`config.mk`:
```
export PLATFORM = sky130hd
export DESIGN_NAME = seq_alu
export DESIGN_NICKNAME = d
export VERILOG_FILES = /design/src/rtl/seq_alu.sv
export SDC_FILE = /design/constraint.sdc
export NUM_CORES = 1
export LEC_CHECK = 0
export CORE_AREA = 2 2 297 182
export DETAILED_ROUTE_END_ITERATION = 10
export DIE_AREA = 0 0 299 184
export PLACE_DENSITY_LB_ADDON = 0.25
export REMOVE_ABC_BUFFERS = 1
export SYNTH_ARGS = -nofsm -noshare
export SYNTH_HDL_FRONTEND = slang
export SYNTH_SLANG_ARGS = --single-unit
```
`constraint.sdc`:
```
create_clock -name clk -period 12.6 [get_ports clk]
set_clock_uncertainty 0.1 [all_clocks]
set_input_delay 3.78 -clock clk [delete_from_list [all_inputs] [get_ports clk]]
set_output_delay 3.78 -clock clk [all_outputs]
set_load 0.01 [all_outputs]
```
`src/rtl/seq_alu.sv`:
```
// seq_alu: multi-cycle integer ALU with valid/ready handshakes on both sides.
// Add, sub, compare, illegal and divide-by-zero finish in one cycle. Multiply
// (shift-add) and divide (restoring) take one iteration per clock for WIDTH clocks.
// Ports:
//   clk, rst_n            rising-edge clock, asynchronous active-low reset
//   in_valid / in_ready   operation request / block idle and able to accept
//   a, b                  operands (dividend/minuend, divisor/subtrahend)
//   instruction           [2:0] op, [3] isFloat, [4] isSigned
//   out_valid / out_ready result available / consumer takes result
//   s, ze, err            result, divide-by-zero flag, illegal-operation flag
module seq_alu #(
    parameter  int WIDTH = 32,
    localparam int CNT_W = $clog2(WIDTH) + 1
) (
    input  logic             clk,
    input  logic             rst_n,
    input  logic             in_valid,
    output logic             in_ready,
    input  logic [WIDTH-1:0] a,
    input  logic [WIDTH-1:0] b,
    input  logic [4:0]       instruction,
    output logic             out_valid,
    input  logic             out_ready,
    output logic [WIDTH-1:0] s,
    output logic             ze,
    output logic             err
);
    typedef enum logic [1:0] {IDLE, MUL, DIV, DONE} state_t;

    state_t             r_state, w_next;
    logic [WIDTH-1:0]   r_a, r_b, r_acc, r_q, r_s;
    logic [CNT_W-1:0]   r_cnt;
    logic               r_neg, r_ze, r_err;

    logic [2:0]         w_op;
    logic               w_sgn, w_ill, w_lt, w_gt, w_neg, w_last, w_fit, w_fze;
    logic [WIDTH-1:0]   w_a_mag, w_b_mag, w_fast, w_mul_acc, w_rem_next, w_q_next, w_res;
    logic [WIDTH:0]     w_shift;

    assign w_op     = instruction[2:0];
    assign w_sgn    = instruction[4];
    assign w_ill    = instruction[3] || w_op == 3'b010;
    assign w_lt     = w_sgn ? $signed(a) < $signed(b) : a < b;
    assign w_gt     = w_sgn ? $signed(a) > $signed(b) : a > b;
    // Signed mul/div run on magnitudes; the sign is reapplied to the final result.
    assign w_a_mag  = (w_sgn && a[WIDTH-1]) ? -a : a;
    assign w_b_mag  = (w_sgn && b[WIDTH-1]) ? -b : b;
    assign w_neg    = w_sgn && (a[WIDTH-1] ^ b[WIDTH-1]);
    assign w_fze    = !w_ill && w_op == 3'b111 && b == '0;
    assign w_last   = r_cnt == CNT_W'(WIDTH - 1);

    // Shift-add step: r_a is the multiplicand shifted left, r_q the multiplier shifted right.
    assign w_mul_acc = r_acc + (r_q[0] ? r_a : '0);

    // Restoring step: r_acc is the partial remainder, r_q shifts dividend bits out
    // at the top and quotient bits in at the bottom.
    assign w_shift    = {r_acc, r_q[WIDTH-1]};
    assign w_fit      = w_shift >= {1'b0, r_b};
    assign w_rem_next = w_fit ? WIDTH'(w_shift - {1'b0, r_b}) : w_shift[WIDTH-1:0];
    assign w_q_next   = {r_q[WIDTH-2:0], w_fit};

    assign w_res = (r_state == MUL) ? w_mul_acc : w_q_next;

    always_comb begin
        w_fast = '0;
        if (!w_ill) begin
            case (w_op)
                3'b000:  w_fast = a + b;
                3'b001:  w_fast = a - b;
                3'b100:  w_fast = {{(WIDTH-1){1'b0}}, w_lt};
                3'b101:  w_fast = {{(WIDTH-1){1'b0}}, a == b};
                3'b110:  w_fast = {{(WIDTH-1){1'b0}}, w_gt};
                3'b111:  w_fast = '1;
                default: w_fast = '0;
            endcase
        end
    end

    always_comb begin
        w_next = r_state;
        unique case (r_state)
            IDLE: if (in_valid)
                      w_next = w_ill ? DONE :
                               w_op == 3'b011 ? MUL :
                               (w_op == 3'b111 && b != '0) ? DIV : DONE;
            MUL:  if (w_last) w_next = DONE;
            DIV:  if (w_last) w_next = DONE;
            DONE: if (out_ready) w_next = IDLE;
        endcase
    end

    always_ff @(posedge clk or negedge rst_n) begin
        if (!rst_n) begin
            r_state <= IDLE;
            r_a     <= '0;
            r_b     <= '0;
            r_acc   <= '0;
            r_q     <= '0;
            r_cnt   <= '0;
            r_neg   <= 1'b0;
            r_s     <= '0;
            r_ze    <= 1'b0;
            r_err   <= 1'b0;
        end else begin
            r_state <= w_next;
            unique case (r_state)
                IDLE: if (in_valid) begin
                    r_a   <= w_a_mag;
                    r_b   <= w_b_mag;
                    r_q   <= (w_op == 3'b011) ? w_b_mag : w_a_mag;
                    r_acc <= '0;
                    r_cnt <= '0;
                    r_neg <= w_neg;
                    r_s   <= w_fast;
                    r_ze  <= w_fze;
                    r_err <= w_ill;
                end
                MUL: begin
                    r_acc <= w_mul_acc;
                    r_a   <= r_a << 1;
                    r_q   <= r_q >> 1;
                    r_cnt <= w_last ? '0 : r_cnt + CNT_W'(1);
                    if (w_last) r_s <= r_neg ? -w_res : w_res;
                end
                DIV: begin
                    r_acc <= w_rem_next;
                    r_q   <= w_q_next;
                    r_cnt <= w_last ? '0 : r_cnt + CNT_W'(1);
                    if (w_last) r_s <= r_neg ? -w_res : w_res;
                end
                DONE: ;
            endcase
        end
    end

    assign in_ready  = r_state == IDLE;
    assign out_valid = r_state == DONE;
    assign s         = r_s;
    assign ze        = r_ze;
    assign err       = r_err;
endmodule

```
==> summary.md, run 1 <==
| Metric | Value |
|---|---|
| Post-synthesis xor/xnor area fraction | 7.45% |
| Mean number of vias per cell | 5.90 |
| Final setup fails | 0 |
| Crit-path cells | clkdlybuf4s50_1 -> inv_1 -> ha_1 -> nand2_1 -> nor2_1 -> nand2_1 -> nor4_1 -> a21oi_1 -> xnor2_1 -> o21ai_0 -> mux2i_1 -> o2111ai_1 -> a22oi_1 -> o21ai_0 |
| Pins over their slew limit | 0 |
| Post-synth EDFFs | 0 |
| Critical path endpoint category | flip-flop |
| First-pass GRT wire length | 109 mm |
| Initial antenna violation count | 0 |
| Sw Share | 53.6% |
| Post-synthesis mux area share | 3.24% |
| GRT Residual Overflow | 0 |
| Total core area | 52000 um2 |
| NetSw | 2.77 mW |
| Total CTS buffers | 17 |
| CP Launch Type | input pin |
| Via count | 18618 |
| DRC | 0 |
| Routed met1 length | 36.4 mm |
| Total GRT Usage | 26.0% |
| Actual slew at the worst max-slew pin | 1.21 ns |
| Adder and majority gate portion of the synthesized area | 9.70% |
| Worst r2r dst | s[29] |
| Layout cells sized above 1 | 4.56% |
| Area growth from synthesis to layout | 12.7% |
| Worst Path Class, Setup | input pin to flip-flop |
| Max layer used | met4 |
| Post-Synth Simple-Gate Area | 19.8% |
| Commonest non-fill, non-tap cell in the layout | o21ai_0 |
| Max-cap violations | 0 |
| Reg2reg setup slack | 7.14 ns |
| Max FO, Critical Path | 12 |
| Row count | 65 |
| Routability congestion estimate | 0.950 |
| Num Clock Sinks | 171 |
| Sequential area share after synthesis | 23.6% |
| # resized after CTS | 0 |
| Initial DRC count | 1735 |
| Period utilization | 63.9% |
| Slew headroom | 18.3% |
| Min-Delay Path Depth | 2 |
| FFs w/ async S/R, synth | 100% |
| Clock power frac | 11.2% |
| Syn Std Cell Area | 18100 um2 |
| RSZ-0062 raised after global routing | no |
| Pleak | 8.69 nW |
| Worst-Skew Late Latency | 0.47 ns |
| Synth Area per Inst | 7.46 um2 |
| Main synth FF type | dfrtp_1 |
| Met2 routed WL | 29.5 mm |
| Mapped Cells | 2426 |
| Synth warn | 0 |
| Hold/Removal Path Class | flip-flop to flip-flop |
| Wirelength, routed | 72.7 mm |
| TritonCTS clock tree | yes |
| CTS Buffer Depth | 2 |
| Max stage delay on crit path | 1.02 ns |
| Hold path start | ze |
| Fmax | 124 MHz |
| Status | complete, no violations |
| Most frequent cells in the layout | 307 x o21ai_0, 284 x nand2_1, 211 x a21oi_1 |
| Min Tclk post-route | 8.05 ns |
| Worst-path clk slew | 0.08 ns |
| Largest net degree at the start of global routing | 85 |
| Drt pass-1 iters | 7 |
| Port buffer count | 108 |
| PD cells | 253 nW/um2 |
| Sequential power share | 20.5% |
| Clock Root Buffer | clkbuf_16 |
| Aggregate negative setup slack | 0 ns |
| Fillers | 5457 |
| Floorplan die height | 184 um |
| Worst Slack Setup Final | 4.55 ns |
| Met3 WL | 5.51 mm |
| Crit path max-delay cell type | nor4_1 |
| Hold Fails Final Rpt | 0 |
| Hold_buf cts | 0 |
| Peak supply drop | 0.288 mV |
| Vias in the first global route | 17377 |
| Synthesized flop and latch total | 171 |
| Starting Density | 34.8% |
| Power Internal | 2.40 mW |
| R2R depth | 15 |
| Largest family of logic cells by synthesized area | compound AO/OA/AOI/OAI gates |
| R2R Path Start | r_q[0] |
| Ports | 109 |
| H-tree depth | 4 |
| Synth cell types | 92 |
| Logic gate share of total power | 68.4% |
| Die X | 299 um |
| DP Worst Slack | 4.18 ns |
| Finished Core Util | 39.2% |
| WP data arrival | 8.29 ns |
| WL/cell | 23.0 um |
| Compound-Gate Fraction of Synth Area | 30.6% |
| Worst endpoint required time | 12.84 ns |
| DP HPWL | 57.3 mm |
| NumNets Final | 2653 |
| Routed Antenna Nets | 0 |
| Hold EP | ze |
| Die area | 55000 um2 |
| Setup bufs post-CTS | 0 |
worst max path at each step:
stage / startpoint / to / slack, ns / depth (start not counted)
after floorplan: a[0] / s[30] / 5.79 / 16
after global placement: a[7] / s[31] / 4.25 / 15
after detailed placement: a[23] / s[0] / 4.18 / 13
after CTS: a[23] / s[0] / 4.65 / 13
after global routing: b[23] / s[0] / 4.28 / 14
final: b[23] / s[0] / 4.55 / 14
cell families (layout without fill, tap and decap cells):
kind of cell             after synthesis  count (layout)
XOR/XNOR                             154             154
adder cells (fa/ha/maj)              138             138
multiplexers                          58              58
other                                  0               1
flip-flops                           171             171
buffers and inverters                266             294
AO/OA/AOI/OAI                        877             877
AND/OR/NAND/NOR                      762             762
routing by layer:
layer,up-vias,global-route usage (%)
li1,8802,-
met1,9057,39.7
met2,703,37.1
met3,56,5.21
met4,0,5.62
met5,-,0
metrics by stage:
stage / total power, mW / instance area, um2 / instances / hold slack, ns
global route: 5.58 / 20400 / 3157 / 0.423
detailed placement: 4.52 / 19800 / 3126 / 0.366
global placement: 4.47 / 19800 / 3126 / 0.359
CTS: 5.11 / 20400 / 3157 / 0.391
floorplan: 3.32 / 17600 / 2283 / 0.337
finish: 5.16 / 20400 / 3158 / 0.390
power groups by stage:
stage	registers [mW]	clock network, mW	logic (mW)
3_3_place_gp	1.06	0	3.40
3_5_place_dp	1.07	0	3.45
2_1_floorplan	1.00	0	2.32
6_report	1.06	0.576	3.53
4_1_cts	1.06	0.579	3.47
5_1_grt	1.09	0.603	3.89
worst max-delay path: cells and delay by family:
family	cells	cell delay [ns]
and+or+nand+nor	4	1.64
xor gates and xnor gates	1	0.18
adders and majority gates	1	0.55
AOI/OAI and AO/OA	5	1.24
muxes	1	0.27
buffers and inverters	2	0.62
registers in the layout, summed over array words and instances, names as in the netlist:
register / flops
r_state: 2
r_neg: 1
ze: 1
r_cnt: 6
r_a: 32
r_q: 32
r_acc: 32
r_b: 32
s: 32
err: 1
Yosys cell counts, types with 6 or more instances:
cell	instances	area (um2)
o41ai_1	14	123
o211ai_1	20	150
a221o_1	30	300
a31oi_1	30	188
buf_2	6	30.0
nor4_1	15	93.8
xor2_1	51	447
a22oi_1	15	113
nand2b_1	31	194
o21ai_0	307	1540
or4_1	9	67.6
inv_1	120	450
ha_1	134	1680
clkbuf_1	124	465
or3_1	18	113
and3_1	18	113
o31ai_1	28	210
or2_2	8	50.1
a21oi_1	211	1060
nor3_1	45	225
a21boi_0	14	105
o21bai_1	19	143
a21o_1	49	368
a221oi_1	16	140
nor2b_1	18	113
dfrtp_1	171	4280
nor2_1	180	676
nand3_1	39	195
nand2_1	285	1070
buf_1	11	41.3
a41oi_1	6	52.6
o21a_1	17	128
and2_1	44	275
a311oi_1	6	52.6
a211oi_1	22	165
mux2i_1	53	531
nand4_1	27	169
a211o_1	9	78.8
xnor2_1	103	902
area by class of cell:
cell class / count / area, um2 / area share, %
Tap cell: 703 / 880 / 4.31
Multi-Input combinational cell: 1989 / 12900 / 63.1
Sequential cell: 171 / 4280 / 21.0
Clock buffer: 20 / 457 / 2.24
Inverter: 123 / 462 / 2.26
Antenna cell: 1 / 2.50 / 0.0123
Timing Repair Buffer: 140 / 1320 / 6.47
Clock inverter: 11 / 135 / 0.662
No activity file was read; power rests on OpenSTA's default activity.
==> run 2, diff against run 1 <==
Clock period 12.6 ns to 6.5 ns, I/O delays scaled along.
==> summary.md, run 2 (same netlist as run 1, synthesis figures left out) <==
| Metric | Value |
|---|---|
| Status | complete, no violations |
| Worst Path Class, Setup | input pin to flip-flop |
| Min Tclk post-route | 6.09 ns |
| Slew headroom | 23.8% (+5.5 points) |
| NetSw | 5.33 mW (+93%) |
| Pleak | 8.81 nW (+1.4%) |
| Pins over their slew limit | 0 (unchanged) |
| RSZ-0062 raised after global routing | no |
| Num Clock Sinks | 171 (unchanged) |
| Max-cap violations | 0 (unchanged) |
| Die X | 299 um (unchanged) |
| Fillers | 5406 (-0.93%) |
| Vias in the first global route | 17250 (-0.73%) |
| Worst Slack Setup Final | 0.412 ns (-4.14 ns) |
| GRT Residual Overflow | 0 (unchanged) |
| Ports | 109 (unchanged) |
| Cell area after layout | 20600 um2 (+0.94%) |
| Total CTS buffers | 17 (unchanged) |
| Total core area | 52000 um2 (unchanged) |
| Peak supply drop | 0.480 mV (+67%) |
| Final setup fails | 0 (unchanged) |
| Period utilization | 93.7% |
| NumNets Final | 2669 (+0.60%) |
| Clock Root Buffer | clkbuf_16 |
| Max FO, Critical Path | 6 (-6) |
| Post-DP Area | 20000 um2 (+0.73%) |
| Logic gate share of total power | 68.0% (-0.4 points) |
| Hold Fails Final Rpt | 0 (unchanged) |
| Worst endpoint required time | 6.72 ns (-6.12 ns) |
| DP Worst Slack | -0.0994 ns (-4.28 ns) |
| Die area | 55000 um2 (unchanged) |
| WP data arrival | 6.31 ns (-1.98 ns) |
| H-tree depth | 4 (unchanged) |
| Routability congestion estimate | 0.955 (+0.54%) |
| WP buf/inv | 2 (unchanged) |
| Port buffer count | 108 (unchanged) |
| Starting Density | 34.8% (unchanged) |
| Crit path top cell by count | o21ai_0 |
| CTS Buffer Depth | 2 (unchanged) |
| TritonCTS clock tree | yes |
| CP Launch Type | input pin |
| Crit-path cells | clkdlybuf4s50_1 -> ha_1 -> inv_1 -> fa_1 -> a211oi_1 -> o21ai_0 -> a31oi_1 -> o221ai_1 -> a21oi_1 -> xnor2_1 -> o21ai_1 -> mux2i_1 -> o2111ai_1 -> a22oi_1 -> o21ai_0 |
| Wirelength, routed | 72.5 mm (-0.29%) |
| Actual slew at the worst max-slew pin | 1.14 ns (-0.0707 ns) |
| Via count | 18722 (+0.56%) |
| Layout cells sized above 1 | 5.26% (+0.70 points) |
| Floorplan die height | 184 um (unchanged) |
| Worst-Skew Late Latency | 0.46 ns (about the same) |
| DP HPWL | 57.9 mm (+1.0%) |
| Aggregate negative setup slack | 0 ns (unchanged) |
| WL/cell | 22.8 um (-0.85%) |
| Placed cell count | 3142 (+0.51%) |
| Fmax | 164 MHz |
| Worst-path clk slew | 0.08 ns (about the same) |
| Mean number of vias per cell | 5.89 (about the same) |
| Setup bufs post-CTS | 0 (unchanged) |
| Clock power frac | 11.6% (+0.4 points) |
| Initial DRC count | 1976 (+14%) |
| Critical path endpoint category | flip-flop |
| PD cells | 487 nW/um2 (+92%) |
| Commonest non-fill, non-tap cell in the layout | o21ai_0 |
| Final hold slack | 0.379 ns (-0.0114 ns) |
| Top delay family on crit path | compound AO/OA/AOI/OAI gates |
| Total GRT Usage | 25.9% (-0.15 points) |
| Routed Antenna Nets | 0 (unchanged) |
| Power Internal | 4.70 mW (+96%) |
| Hold/Removal Path Class | flip-flop to flip-flop |
| Most frequent cells in the layout | 306 x o21ai_0, 284 x nand2_1, 211 x a21oi_1 |
| Initial antenna violation count | 0 (unchanged) |
| Non-Filler Instances | 3176 (+0.57%) |
| DRC | 0 (unchanged) |
| Finished Core Util | 39.6% (+0.37 points) |
| Area growth from synthesis to layout | 13.8% |
| Total power | 10.0 mW (+94%) |
| Sequential power share | 20.5% (about the same) |
| First-pass GRT wire length | 109 mm (-0.39%) |
| Max stage delay on crit path | 0.60 ns (-0.42 ns) |
| Crit path max-delay cell type | clkdlybuf4s50_1 |
| Drt pass-1 iters | 6 (-1) |
| Sw Share | 53.1% (-0.46 points) |
| Row count | 65 (unchanged) |
| Largest net degree at the start of global routing | 112 (+32%) |
## run 2: power by group through the flow
| stage | clock network [mW] | registers [mW] | logic, mW |
|---|---|---|---|
| after floorplan | 0 | 1.94 | 4.49 |
| after global placement | 0 | 2.05 | 6.57 |
| after detailed placement | 0 | 2.06 | 6.67 |
| after CTS | 1.17 | 2.05 | 6.71 |
| after global routing | 1.23 | 2.11 | 7.50 |
| final | 1.16 | 2.05 | 6.82 |
## run 2: worst paths after layout
kind	start	endpoint	slack [ns]	cells past startpoint
max	b[0]	s[0]	0.41	15
min	r_cnt[5]	r_cnt[5]	0.38	1
max reg2reg	r_q[0]	s[27]	1.18	15
min reg2reg	r_cnt[5]	r_cnt[5]	0.38	1
max in group asynchronous	rst_n	r_b[5]	3.82	2
min in group asynchronous	rst_n	r_acc[31]	1.38	1
## run 2: final cells by class
type	instances	area (um2)	area share (%)
Antenna cell	2	5.00	0.0243
Clock buffer	18	439	2.13
Clock inverter	14	196	0.954
Inverter	123	462	2.24
Multi-Input combinational cell	1989	12900	62.5
Sequential cell	171	4280	20.8
Tap cell	703	880	4.27
Timing Repair Buffer	156	1470	7.11
## run 2: repair_timing
action                                 in CTS  in global routing
endpoints found under the hold margin       0                  0
setup endpoints to repair                   0                  1
hold buffers                                0                  0
resized for setup                           0                  1
## run 2: per-layer routing
layer	GRT usage [%]	vias to the layer above	part of all wire, %
met4	4.08	0	1.3
met2	37.0	712	41
met1	39.9	9105	50
met5	0	-	0
met3	5.36	58	7.8
li1	-	8847	-
==> run 3, diff against run 2 <==
Settings changed: RECOVER_POWER set to 100.
==> summary.md, run 3 (same netlist as run 1, synthesis figures left out) <==
| Metric | Value |
|---|---|
| Status | complete, but fails checks |
| Failing checks | max-capacitance violations, max-slew violations |
| TritonCTS clock tree | yes |
| Floorplan die height | 184 um (unchanged) |
| Ports | 109 (unchanged) |
| Hold/Removal Path Class | flip-flop to flip-flop |
| Setup bufs post-CTS | 0 (unchanged) |
| Fmax | 164 MHz (about the same) |
| NetSw | 5.32 mW (about the same) |
| Peak supply drop | 0.481 mV (+0.15%) |
| Max FO, Critical Path | 6 (unchanged) |
| PD cells | 486 nW/um2 (-0.23%) |
| WL/cell | 22.8 um (about the same) |
| Worst-Skew Late Latency | 0.46 ns (about the same) |
| RSZ-0062 raised after global routing | no |
| Max-cap violations | 4 (+4) |
| Power Internal | 4.65 mW (-1.2%) |
| Total CTS buffers | 17 (unchanged) |
| GRT Residual Overflow | 0 (unchanged) |
| Die X | 299 um (unchanged) |
| WP data arrival | 6.31 ns (about the same) |
| Total GRT Usage | 25.9% (unchanged) |
| ANT cells | 0 (-2) |
| Port buffer count | 108 (unchanged) |
| Pins over their slew limit | 221 (+221) |
| Layout cells sized above 1 | 4.61% (-0.65 points) |
| DP Worst Slack | -0.0994 ns (unchanged) |
| Finished Core Util | 39.4% (-0.15 points) |
| Worst Path Class, Setup | input pin to flip-flop |
| Most frequent cells in the layout | 310 x o21ai_0, 284 x nand2_1, 211 x a21oi_1 |
| Final setup fails | 0 (unchanged) |
| Slew headroom | -159% (-180 points) |
| Actual slew at the worst max-slew pin | 3.89 ns (+2.75 ns) |
| DP HPWL | 57.9 mm (unchanged) |
| Sw Share | 53.4% (+0.30 points) |
| Drt pass-1 iters | 7 (+1) |
| First-pass GRT wire length | 109 mm (unchanged) |
| Pleak | 8.78 nW (-0.35%) |
| Commonest non-fill, non-tap cell in the layout | o21ai_0 |
| CTS Buffer Depth | 2 (unchanged) |
| Logic gate share of total power | 67.8% (-0.2 points) |
| Row count | 65 (unchanged) |
| Routability congestion estimate | 0.955 (unchanged) |
| Worst endpoint required time | 6.73 ns (about the same) |
| Initial antenna violation count | 1 (+1) |
| NumNets Final | 2669 (unchanged) |
| Die area | 55000 um2 (unchanged) |
| Routed Antenna Nets | 0 (unchanged) |
| Total core area | 52000 um2 (unchanged) |
| Critical path endpoint category | flip-flop |
| Worst-path clk slew | 0.08 ns (about the same) |
| Period utilization | 93.6% (about the same) |
| Wirelength, routed | 72.5 mm (about the same) |
| Initial DRC count | 2079 (+5.2%) |
| DRC | 0 (unchanged) |
| Starting Density | 34.8% (unchanged) |
| Largest net degree at the start of global routing | 112 (unchanged) |
| Sequential power share | 20.6% (about the same) |
| H-tree depth | 4 (unchanged) |
| Hold_buf cts | 0 (unchanged) |
| Area growth from synthesis to layout | 13.3% |
| Reg2reg setup slack | 0.54 ns (-0.64 ns) |
| Via count | 18657 (-0.35%) |
| Aggregate negative setup slack | 0 ns (unchanged) |
| Min Tclk post-route | 6.08 ns (-0.00553 ns) |
| CP Launch Type | input pin |
| Mean number of vias per cell | 5.88 (-0.28%) |
| Worst Slack Setup Final | 0.417 ns (+0.00553 ns) |
| # resized after CTS | 0 (unchanged) |
| Clock Root Buffer | clkbuf_16 |
| Vias in the first global route | 17250 (unchanged) |
| Num Clock Sinks | 171 (unchanged) |
| Clock power frac | 11.7% (about the same) |
| Total power | 9.97 mW (-0.61%) |
| Hold Fails Final Rpt | 0 (unchanged) |
==> run 3: cell types whose count changed in the layout (fill, tap and decap cells not counted), sizes merged <==
cell / delta
clkdlybuf4s50: -40
diode: -2
buf: -13
dlygate4sd3: +40
clkbuf: +13
==> run 3: metal layers <==
| metal | track usage [%] | vias to the layer above | wire (um) |
|---|---|---|---|
| li1 | - | 8847 | - |
| met1 | 39.9 | 9067 | 36200 |
| met2 | 37.0 | 689 | 29600 |
| met3 | 5.36 | 54 | 5690 |
| met4 | 4.08 | 0 | 956 |
| met5 | 0 | - | 0 |
==> run 3: path summary, 6_finish.rpt <==
check,to,cells after the start,startpoint
max,s[0],14,b[1]
min,r_cnt[5],1,r_cnt[5]
max reg2reg,s[27],15,r_q[0]
min reg2reg,r_cnt[5],1,r_cnt[5]
max in group asynchronous,r_acc[5],1,rst_n
min in group asynchronous,r_acc[31],1,rst_n
==> run 3: per-stage QoR <==
step                instances  cell area (um2)  hold WS [ns]
floorplan                2283            17600         0.337
finish                   3174            20500         0.379
detailed placement       3142            20000         0.367
global route             3174            20500         0.398
global placement         3142            20000         0.365
CTS                      3174            20600         0.383
==> run 3: critical path, stage by stage <==
cell,delay (ns)
dlygate4sd3_1,0.70
inv_1,0.15
fa_1,0.46
a211oi_1,0.27
o21ai_0,0.25
a31oi_1,0.49
o221ai_1,0.37
a21oi_1,0.37
xnor2_1,0.10
o21ai_1,0.45
mux2i_1,0.35
o2111ai_1,0.15
a22oi_1,0.16
o21ai_0,0.09
==> run 3: power by group through the flow <==
stage / Sequential (mW) / Combinational, mW / Clock, mW
floorplan: 1.94 / 4.49 / 0
global placement: 2.05 / 6.57 / 0
detailed placement: 2.06 / 6.67 / 0
CTS: 2.05 / 6.71 / 1.17
global route: 2.11 / 7.44 / 1.23
finish: 2.05 / 6.76 / 1.16
==> run 3: final cells by class <==
cell class / instances / area, um2
clock buffer: 18 / 439
clock inverter: 14 / 196
fill: 5423 / 31500
inverter: 123 / 462
multi-input combinational: 1989 / 12900
sequential: 171 / 4280
tap: 703 / 880
timing repair buffer: 156 / 1410
